$ cat src/rtl/mips_ctrl_pkg.sv
`default_nettype none
// +------------------------------------------------------------------------+
// | mips_ctrl_pkg                                                          |
// | Opcode/funct constants, select encodings and FSM state type shared by  |
// | the multicycle MIPS controller.                                        |
// | Rev 1.0                                                                |
// +------------------------------------------------------------------------+
package mips_ctrl_pkg;

    localparam logic [5:0] OP_RTYPE = 6'h00;
    localparam logic [5:0] OP_J     = 6'h02;
    localparam logic [5:0] OP_JAL   = 6'h03;
    localparam logic [5:0] OP_BEQ   = 6'h04;
    localparam logic [5:0] OP_BNE   = 6'h05;
    localparam logic [5:0] OP_ADDI  = 6'h08;
    localparam logic [5:0] OP_XORI  = 6'h0E;
    localparam logic [5:0] OP_LW    = 6'h23;
    localparam logic [5:0] OP_SW    = 6'h2B;

    localparam logic [5:0] FN_JR    = 6'h08;
    localparam logic [5:0] FN_ADD   = 6'h20;
    localparam logic [5:0] FN_SUB   = 6'h22;
    localparam logic [5:0] FN_SLT   = 6'h2A;

    localparam logic [2:0] ALU_ADD  = 3'b000;
    localparam logic [2:0] ALU_SUB  = 3'b001;
    localparam logic [2:0] ALU_XOR  = 3'b010;
    localparam logic [2:0] ALU_SLT  = 3'b011;

    localparam logic [1:0] REGDST_RD = 2'b00;
    localparam logic [1:0] REGDST_RT = 2'b01;
    localparam logic [1:0] REGDST_RA = 2'b11;

    localparam logic [1:0] PC_PLUS4  = 2'b00;
    localparam logic [1:0] PC_BRANCH = 2'b01;
    localparam logic [1:0] PC_JUMP   = 2'b10;
    localparam logic [1:0] PC_RS     = 2'b11;

    localparam logic [1:0] WB_ALU    = 2'b00;
    localparam logic [1:0] WB_MEM    = 2'b01;
    localparam logic [1:0] WB_PC4    = 2'b10;

    typedef enum logic [3:0] {
        S_IDLE   = 4'd0,
        S_FETCH  = 4'd1,
        S_DECODE = 4'd2,
        S_ADDR   = 4'd3,
        S_MEMRD  = 4'd4,
        S_MEMWB  = 4'd5,
        S_MEMWR  = 4'd6,
        S_RXEC   = 4'd7,
        S_RWB    = 4'd8,
        S_IEXEC  = 4'd9,
        S_IWB    = 4'd10,
        S_BRANCH = 4'd11,
        S_JUMP   = 4'd12,
        S_JAL    = 4'd13,
        S_JR     = 4'd14,
        S_TRAP   = 4'd15
    } state_e;

    typedef struct packed {
        logic       pc_write;
        logic       ir_write;
        logic       mem_write;
        logic       reg_write;
        logic [1:0] reg_dst;
        logic [1:0] pc_sel;
        logic [1:0] wb_sel;
        logic       alu_src_b;
        logic [2:0] alu_op;
    } ctrl_t;

    // Final state of every instruction; the edge leaving it retires the instruction.
    function automatic logic is_retire(input state_e s);
        return (s == S_MEMWB) || (s == S_MEMWR) || (s == S_RWB)  || (s == S_IWB) ||
               (s == S_BRANCH) || (s == S_JUMP) || (s == S_JAL) || (s == S_JR);
    endfunction

endpackage
`default_nettype wire

$ cat src/rtl/mips_alu_op_decode.sv
`default_nettype none
// +------------------------------------------------------------------------+
// | mips_alu_op_decode                                                     |
// | Combinational (opcode, funct) -> ALU operation and legal R-type flag.  |
// | Rev 1.0                                                                |
// +------------------------------------------------------------------------+
module mips_alu_op_decode
    import mips_ctrl_pkg::*;
(
    input  logic [5:0] opcode_i,
    input  logic [5:0] funct_i,
    output logic [2:0] alu_op_o,
    output logic       rtype_legal_o
);

    always_comb begin
        alu_op_o      = ALU_ADD;
        rtype_legal_o = 1'b0;
        case (opcode_i)
            OP_RTYPE: begin
                case (funct_i)
                    FN_ADD: begin
                        alu_op_o      = ALU_ADD;
                        rtype_legal_o = 1'b1;
                    end
                    FN_SUB: begin
                        alu_op_o      = ALU_SUB;
                        rtype_legal_o = 1'b1;
                    end
                    FN_SLT: begin
                        alu_op_o      = ALU_SLT;
                        rtype_legal_o = 1'b1;
                    end
                    default: begin
                        alu_op_o      = ALU_ADD;
                        rtype_legal_o = 1'b0;
                    end
                endcase
            end
            OP_XORI:         alu_op_o = ALU_XOR;
            OP_BEQ, OP_BNE:  alu_op_o = ALU_SUB;
            default:         alu_op_o = ALU_ADD;
        endcase
    end

endmodule
`default_nettype wire

$ cat src/rtl/mips_multicycle_ctrl.sv
`default_nettype none
// +------------------------------------------------------------------------+
// | mips_multicycle_ctrl                                                   |
// | Multicycle MIPS control FSM: datapath selects, ALU op, write strobes,  |
// | sticky illegal-instruction flag and retired-instruction counter.       |
// | Rev 1.0                                                                |
// +------------------------------------------------------------------------+
module mips_multicycle_ctrl
    import mips_ctrl_pkg::*;
#(
    parameter int CNT_W = 32
) (
    input  logic             Clk,
    input  logic             Reset_n,
    input  logic [5:0]       opcode,
    input  logic [5:0]       funct,
    input  logic             zero,
    output logic             PCWrite,
    output logic             IRWrite,
    output logic             MemWrite,
    output logic             RegWrite,
    output logic [1:0]       RegDstSel,
    output logic [1:0]       PcSel,
    output logic [1:0]       WbSel,
    output logic             ALUSrcB,
    output logic [2:0]       ALUOp,
    output logic             Illegal,
    output logic [CNT_W-1:0] instr_count
);

    state_e           state_q, state_d;
    ctrl_t            ctrl_q, ctrl_d;
    logic             illegal_q;
    logic [CNT_W-1:0] cnt_q;
    logic [2:0]       dec_alu_op;
    logic             dec_rtype_legal;
    logic             branch_take;

    mips_alu_op_decode u_alu_op_decode (
        .opcode_i      (opcode),
        .funct_i       (funct),
        .alu_op_o      (dec_alu_op),
        .rtype_legal_o (dec_rtype_legal)
    );

    always_comb begin
        state_d = state_q;
        case (state_q)
            S_IDLE:   state_d = S_FETCH;
            S_FETCH:  state_d = S_DECODE;
            S_DECODE: begin
                case (opcode)
                    OP_LW, OP_SW:     state_d = S_ADDR;
                    OP_RTYPE: begin
                        if (dec_rtype_legal)     state_d = S_RXEC;
                        else if (funct == FN_JR) state_d = S_JR;
                        else                     state_d = S_TRAP;
                    end
                    OP_ADDI, OP_XORI: state_d = S_IEXEC;
                    OP_BEQ, OP_BNE:   state_d = S_BRANCH;
                    OP_J:             state_d = S_JUMP;
                    OP_JAL:           state_d = S_JAL;
                    default:          state_d = S_TRAP;
                endcase
            end
            S_ADDR:   state_d = (opcode == OP_SW) ? S_MEMWR : S_MEMRD;
            S_MEMRD:  state_d = S_MEMWB;
            S_RXEC:   state_d = S_RWB;
            S_IEXEC:  state_d = S_IWB;
            S_MEMWB, S_MEMWR, S_RWB, S_IWB,
            S_BRANCH, S_JUMP, S_JAL, S_JR:
                      state_d = S_FETCH;
            S_TRAP:   state_d = S_TRAP;
            default:  state_d = S_IDLE;
        endcase
    end

    // Outputs are decoded from the next state and registered, so they line up with the state they belong to.
    always_comb begin
        ctrl_d = '0;
        case (state_d)
            S_FETCH: begin
                ctrl_d.ir_write = 1'b1;
                ctrl_d.pc_write = 1'b1;
                ctrl_d.pc_sel   = PC_PLUS4;
            end
            S_ADDR: begin
                ctrl_d.alu_src_b = 1'b1;
                ctrl_d.alu_op    = ALU_ADD;
            end
            S_MEMWB: begin
                ctrl_d.reg_write = 1'b1;
                ctrl_d.reg_dst   = REGDST_RT;
                ctrl_d.wb_sel    = WB_MEM;
            end
            S_MEMWR: ctrl_d.mem_write = 1'b1;
            S_RXEC: begin
                ctrl_d.alu_src_b = 1'b0;
                ctrl_d.alu_op    = dec_alu_op;
            end
            S_RWB: begin
                ctrl_d.reg_write = 1'b1;
                ctrl_d.reg_dst   = REGDST_RD;
                ctrl_d.wb_sel    = WB_ALU;
                ctrl_d.alu_op    = dec_alu_op;
            end
            S_IEXEC: begin
                ctrl_d.alu_src_b = 1'b1;
                ctrl_d.alu_op    = dec_alu_op;
            end
            S_IWB: begin
                ctrl_d.reg_write = 1'b1;
                ctrl_d.reg_dst   = REGDST_RT;
                ctrl_d.wb_sel    = WB_ALU;
                ctrl_d.alu_op    = dec_alu_op;
            end
            S_BRANCH: begin
                ctrl_d.alu_op = ALU_SUB;
                ctrl_d.pc_sel = PC_BRANCH;
            end
            S_JUMP: begin
                ctrl_d.pc_write = 1'b1;
                ctrl_d.pc_sel   = PC_JUMP;
            end
            S_JAL: begin
                ctrl_d.pc_write  = 1'b1;
                ctrl_d.pc_sel    = PC_JUMP;
                ctrl_d.reg_write = 1'b1;
                ctrl_d.reg_dst   = REGDST_RA;
                ctrl_d.wb_sel    = WB_PC4;
            end
            S_JR: begin
                ctrl_d.pc_write = 1'b1;
                ctrl_d.pc_sel   = PC_RS;
            end
            default: ctrl_d = '0;
        endcase
    end

    always_ff @(posedge Clk or negedge Reset_n) begin
        if (!Reset_n) begin
            state_q   <= S_IDLE;
            ctrl_q    <= '0;
            illegal_q <= 1'b0;
            cnt_q     <= '0;
        end else begin
            state_q   <= state_d;
            ctrl_q    <= ctrl_d;
            illegal_q <= illegal_q | (state_d == S_TRAP);
            if (is_retire(state_q)) begin
                cnt_q <= cnt_q + CNT_W'(1);
            end
        end
    end

    // Branch PC load follows the live zero flag; opcode bit 0 distinguishes BNE from BEQ.
    assign branch_take = (state_q == S_BRANCH) &&
                         ((opcode == OP_BNE) ? ~zero : zero);

    assign PCWrite     = ctrl_q.pc_write | branch_take;
    assign IRWrite     = ctrl_q.ir_write;
    assign MemWrite    = ctrl_q.mem_write;
    assign RegWrite    = ctrl_q.reg_write;
    assign RegDstSel   = ctrl_q.reg_dst;
    assign PcSel       = ctrl_q.pc_sel;
    assign WbSel       = ctrl_q.wb_sel;
    assign ALUSrcB     = ctrl_q.alu_src_b;
    assign ALUOp       = ctrl_q.alu_op;
    assign Illegal     = illegal_q;
    assign instr_count = cnt_q;

endmodule
`default_nettype wire

$ cat config.mk
export PLATFORM = sky130hd
export DESIGN_NAME = mips_multicycle_ctrl
export DESIGN_NICKNAME = d
export VERILOG_FILES = /design/src/rtl/mips_ctrl_pkg.sv /design/src/rtl/mips_alu_op_decode.sv /design/src/rtl/mips_multicycle_ctrl.sv
export SDC_FILE = /design/constraint.sdc
export NUM_CORES = 1
export LEC_CHECK = 0
export CAP_MARGIN = 20
export CORE_UTILIZATION = 45
export CTS_BUF_LIST = sky130_fd_sc_hd__clkbuf_4 sky130_fd_sc_hd__clkbuf_8 sky130_fd_sc_hd__clkbuf_16
export DETAILED_ROUTE_END_ITERATION = 12
export GPL_ROUTABILITY_DRIVEN = 0
export PLACE_DENSITY = 0.73
export SLEW_MARGIN = 20
export SYNTH_ARGS = -nofsm -noshare
export SYNTH_HDL_FRONTEND = slang
export SYNTH_HIERARCHICAL = 1
export SYNTH_SLANG_ARGS = --single-unit
$ cat constraint.sdc
create_clock -name Clk -period 3.23 [get_ports Clk]
set_input_delay 0.323 -clock Clk [delete_from_list [all_inputs] [get_ports Clk]]
set_output_delay 0.323 -clock Clk [all_outputs]
set_load 0.03 [all_outputs]
==> results.tsv, run 1 <==
metric	value	unit
die_h	79.0	µm
p_leak	0.00141	µW
critPathTopFamily	buffers and inverters	
fin_tns_setup	0	ns
synth_edf_count	0	
power_frac_seq	37.8	%
io_pins	62	
grt_pass1_vias	1817	
drv_slew	0	
clkSlewWorstSetupHoldPaths	0.09	ns
grt_busiest_layer	met2	
cts_buffer_depth	2	
vdd_drop_max	413	µV
timing.rr.start	state_q[1]	
grt_max_degree	29	
die_w	79.0	µm
nNetsFinal	324	
synthAdderAreaFrac	0.469	%
post_cts_resized	0	
htree_levels	2	
synthFlopType	dfrtp_1	
finish.utilization	59.9	%
setup_viol	0	
synth.mux.area_fraction	2.30	%
grt_antenna_before_repair	0	
synth_area	0.00267	mm²
multi_input_area	0.00123	mm²
pwr-share-comb	44.1	%
slew-limit-headroom	59.1	%
io_buffers	61	
start_util	47.6	%
dr.pass1.iters	4	
start_kind	input pin	
fmax	362	MHz
crit_slowest_cell	clkdlybuf4s50_1	
status	finished clean	
critical_path_arrival	2.44	ns
drt_iter0_markers	40	
dpl_cell_area	0.00325	mm²
synthesis.nets	272	
max_stage_delay	0.67	ns
p_sw	955	µW
synth_top_family_by_area	simple AND/OR/NAND/NOR gates	
fill_cells	504	
grtUsageMet1	24.3	%
cts_hold_buffers	0	
whs	0.0289	ns
r2r_setup_slack	0.80	ns
finClkSkew	0.00373	ns
r2r_end	instr_count[17]	
drt-total-wl	5010	µm
grtUsageMet3	2.76	%
cp.required	2.91	ns
post_cts_buffers	0	
yosys.area_share.simple	23.2	%
yosysSeqAreaShare	47.8	%
yosysUniqueCellTypes	53	
worstMarginPinSlew	0.614	ns
power_density	705	mW/mm²
endpoint_kind	primary output	
min_path_type	in2async	
die-area	0.00624	mm²
routedWlPerCell	13.2	µm
crit_type	in2out	
rows	27	
reg2reg_depth	7	
path_common_cell	clkdlybuf4s50_1	
crit_chain	clkdlybuf4s50_1, nor3_1, nand4b_1, xnor2_1, a41o_1, clkdlybuf4s50_1	
pwr-share-clk	18.1	%
syn_avg_cell_area	10.4	µm²
viasPerCell	5.15	
cts_tree	done	
async_reset_ff_share	100	%
overflow	0	
cts_buffers	5	
cp_max_fo	6	
drive_gt1_share	9.09	%
vias	1956	
fin_crit_sh	85.4	%
synth-warning-count	6	
netlist_instances	256	
drc_errors	0	
grtUsageMet2	27.2	%
netSwitchingFraction	40.4	%
crit_buf_inv	2	
grt_pass1_wl	8550	µm
fin_crit	2.76	ns
diodes	0	
rsz0062_at_grt	false	
dp_slack	0.301	ns
p_int	1410	µW
synth_compound_area_share	8.07	%
final-seq-area	0.00128	mm²
grt.total_usage	17.4	%
synthXorXnorAreaFrac	11.8	%
hold_viol_final	0	
dp_hpwl	3830	µm
clock_latency	0.29	ns
synth_seq_cells	51	
clock-sinks	51	
area_growth	25.8	%
core	0.00561	mm²
final_cell_area	0.00336	mm²
layout_setup_ws	0.471	ns
root_buffer	clkbuf_8	
ant_nets	0	
cap_violations	0	
==> area by class of cell <==
class | instances | area share, %
flip-flops and latches | 51 | 38.0
clock buffers | 6 | 2.27
clock inverters | 1 | 0.895
well taps | 72 | 2.68
inverters | 11 | 1.30
multi-input cells | 177 | 36.6
repair buffers | 62 | 18.3
==> cells by family after synthesis <==
kind of cell               Yosys count
xor gates and xnor gates            36
adders and majority gates            1
buffers and inverters               28
DFF                                 51
AOI/OAI and AO/OA                   28
other                                1
and+or+nand+nor                    106
muxes                                5
==> how the worst max path moves through the flow <==
stage                               start         endpoint  slack [ns]  cells past startpoint
after CTS                       opcode[4]          PCWrite        0.47                      6
after global placement          opcode[1]         PcSel[0]        0.36                     11
after global routing            opcode[4]          PCWrite        0.32                      6
after detailed placement        opcode[1]         PcSel[0]        0.30                     11
final                           opcode[4]          PCWrite        0.47                      6
after floorplan           instr_count[15]  instr_count[31]        1.17                      8
==> worst reg2reg max path, cell delays in order (launching register included) <==
cell and delay, ns:
dfrtp_1 0.64, inv_1 0.20, mux2i_2 0.26, nor4_4 0.41
nand4_1 0.29, inv_1 0.22, and3_1 0.19, xor2_1 0.15
==> per-stage QoR <==
stage | std cells | power [µW]
global placement | 373 | 1930
finish | 380 | 2370
floorplan | 256 | 1680
CTS | 380 | 2390
detailed placement | 373 | 1950
global route | 380 | 2520
==> cells in the mapped netlist, types with 2 or more instances <==
library cell / number / share of area [%]
nor3_1: 5 / 0.94
o21ai_2: 2 / 0.66
a221oi_2: 2 / 1.1
o22ai_1: 4 / 0.94
nor4b_1: 2 / 0.66
nand4_1: 6 / 1.4
nor4_2: 2 / 0.94
o21ai_0: 4 / 0.75
inv_1: 10 / 1.4
nor2_1: 19 / 2.7
nand2b_1: 4 / 0.94
xnor2_1: 25 / 8.2
nor2b_1: 5 / 1.2
and3_1: 6 / 1.4
dfrtp_1: 51 / 48
buf_4: 12 / 3.4
buf_2: 3 / 0.56
xor2_1: 11 / 3.6
nor4b_4: 2 / 1.8
a21oi_1: 4 / 0.75
and4_1: 2 / 0.66
nand3_1: 21 / 3.9
mux2_2: 2 / 0.84
nand2_1: 22 / 3.1
o21ai_1: 2 / 0.38
==> flip-flops by register name, indices dropped and copies added (netlist names) <==
register and cells:
IRWrite 1, ALUSrcB 1, state_q 4, MemWrite 1, instr_count 32, RegWrite 1
ctrl_q 1, RegDstSel 2, Illegal 1, WbSel 2, ALUOp 3, PcSel 2
==> power groups by stage <==
stage	registers (µW)	logic (µW)	clock network, µW
detailed placement	907	1040	0
CTS	898	1050	446
global route	916	1130	471
floorplan	924	757	0
finish	895	1040	428
global placement	909	1030	0
==> per-layer routing <==
layer	wire [µm]	vias to the layer above
met5	0	-
met4	68	0
met3	160	5
met2	2380	39
met1	2400	936
li1	-	976
==> cell usage in the layout, fill, tap and decap left out, types with 4 or more instances in the layout <==
cell type / instances
clkdlybuf4s50_1: 60
clkbuf_8: 5
nor2b_1: 5
nor3_1: 5
a21oi_1: 4
nand3_1: 21
nor2_1: 19
nand4_1: 6
xnor2_1: 25
and3_1: 6
inv_1: 10
dfrtp_1: 51
o21ai_0: 4
xor2_1: 11
nand2b_1: 4
nand2_1: 22
o22ai_1: 4
Power figures use the tool's default switching activity.
==> run 2, diff against run 1 <==
- CELL_PAD_IN_SITES_DETAIL_PLACEMENT: unset -> 0
- CELL_PAD_IN_SITES_GLOBAL_PLACEMENT: unset -> 1
- CORE_UTILIZATION: 45 -> 41
- PLACE_DENSITY: 0.73 -> unset
- PLACE_DENSITY_LB_ADDON: unset -> 0.1
- SETUP_SLACK_MARGIN: unset -> 0.15
==> run 2 against run 1 <==
Non-clock buffer count increased by 1. Register-to-register slack got worse by 0.05 ns. Sequential share of layout area increased by 0.057 points. Clock-buffer cell count decreased by 1. Sequential power about the same. Routed wire length increased by 3.0%. Critical path type unchanged.
==> results.tsv, run 2 (synthesis results as in run 1) <==
metric	value	unit
worstMarginPinSlew	0.818	ns
power	2340	µW
drive_gt1_share	9.68	%
cts_tree	done	
viasPerCell	4.94	
grt.total_usage	16.1	%
cp.required	2.91	ns
fill_cells	597	
ant_nets	0	
htree_levels	2	
cts_buffer_depth	2	
fin_tns_setup	0	ns
max_stage_delay	0.67	ns
die_w	82.7	µm
final-seq-area	0.00128	mm²
crit_buf_inv	2	
layout_common_cells	clkdlybuf4s50_1, dfrtp_1, xnor2_1	
fmax	358	MHz
grt_pass1_vias	1671	
post_cts_buffers	0	
die-area	0.00683	mm²
vdd_drop_max	511	µV
power_density	697	mW/mm²
overflow	0	
crit_type	in2out	
clock-sinks	51	
critical_path_arrival	2.47	ns
fin_crit_sh	86.4	%
cts_buffers	5	
drc_errors	0	
grt_max_degree	39	
crit_slowest_cell	clkdlybuf4s50_1	
endpoint_kind	primary output	
slew-limit-headroom	45.4	%
rows	29	
vias	1913	
path_common_cell	clkdlybuf4s50_1	
dr.pass1.iters	4	
cp_max_fo	6	
root_buffer	clkbuf_8	
largest_register_ffs	32	
rsz0062_at_grt	false	
grt_pass1_wl	8290	µm
routedWlPerCell	13.3	µm
core	0.00631	mm²
crit_chain	clkdlybuf4s50_1, nor3_1, nand4b_1, xnor2_1, a41o_1, clkdlybuf4s50_1	
p_leak	0.00141	µW
status	finished clean	
io_pins	62	
drt_iter0_markers	92	
layout_commonest_cell	clkdlybuf4s50_1	
clock_latency	0.30	ns
clkSlewWorstSetupHoldPaths	0.09	ns
hold_viol_final	0	
setup_viol	0	
diodes	0	
nNetsFinal	325	
whs	0.110	ns
cts_hold_buffers	0	
start_kind	input pin	
fin_crit	2.79	ns
dp_hpwl	3760	µm
die_h	82.7	µm
area_growth	25.7	%
drt-total-wl	5150	µm
finClkSkew	0.00716	ns
min_path_type	in2async	
grt_antenna_before_repair	0	
multi_input_area	0.00123	mm²
start_util	42.3	%
cap_violations	0	
critPathTopFamily	buffers and inverters	
post_cts_resized	0	
io_buffers	61	
drv_slew	0	
[run 2: cell types whose count changed in the layout (fill, tap and decap cells not counted), sizes merged]
cell    before  now
bufinv       1    0
clkinv       0    2
buf          2    3
clkbuf       6    5
inv         11   12
[run 2: cell type report]
type	count	area share [%]
clock inverters	3	0.560
multi-input cells	177	36.6
inverters	11	1.31
repair buffers	63	18.5
clock buffers	5	2.05
well taps	77	2.87
flip-flops and latches	51	38.1
[run 2: power by group]
part / internal [µW] / switching, µW
Combinational: 436 / 636
Clock: 153 / 215
Sequential: 753 / 143
Total: 1340 / 994
[run 2: routing by layer]
| layer | part of all wire, % | vias to the layer above | wire [µm] | global-route usage, % |
|---|---|---|---|---|
| met3 | 3.7 | 6 | 192 | 3.30 |
| li1 | - | 974 | - | - |
| met2 | 42 | 42 | 2190 | 22.1 |
| met4 | 0.82 | 0 | 42 | 4.14 |
| met1 | 53 | 891 | 2730 | 25.1 |
| met5 | 0 | - | 0 | 0 |
[run 2: worst paths after layout]
check                                 from         endpoint  slack (ns)  depth (start not counted)
worst max-delay path             opcode[4]          PCWrite        0.44                          6
worst min-delay path               Reset_n         ALUOp[0]        0.11                          1
worst max register to register  state_q[1]  instr_count[17]        0.75                          7
worst min register to register     Illegal          Illegal        0.47                          1
max in group asynchronous          Reset_n  instr_count[28]        2.41                          2
min in group Clk                   Illegal          Illegal        0.47                          1
[run 2: metrics by stage]
step | setup WS (ns) | std cells | instance area (µm²) | util (%)
detailed placement | 0.409 | 379 | 3260 | 51.7
global placement | 0.466 | 379 | 3260 | 51.7
floorplan | 1.17 | 256 | 2670 | -
CTS | 0.443 | 387 | 3350 | 53.1
global route | 0.279 | 387 | 3350 | 53.1
finish | 0.440 | 387 | 3350 | 53.1
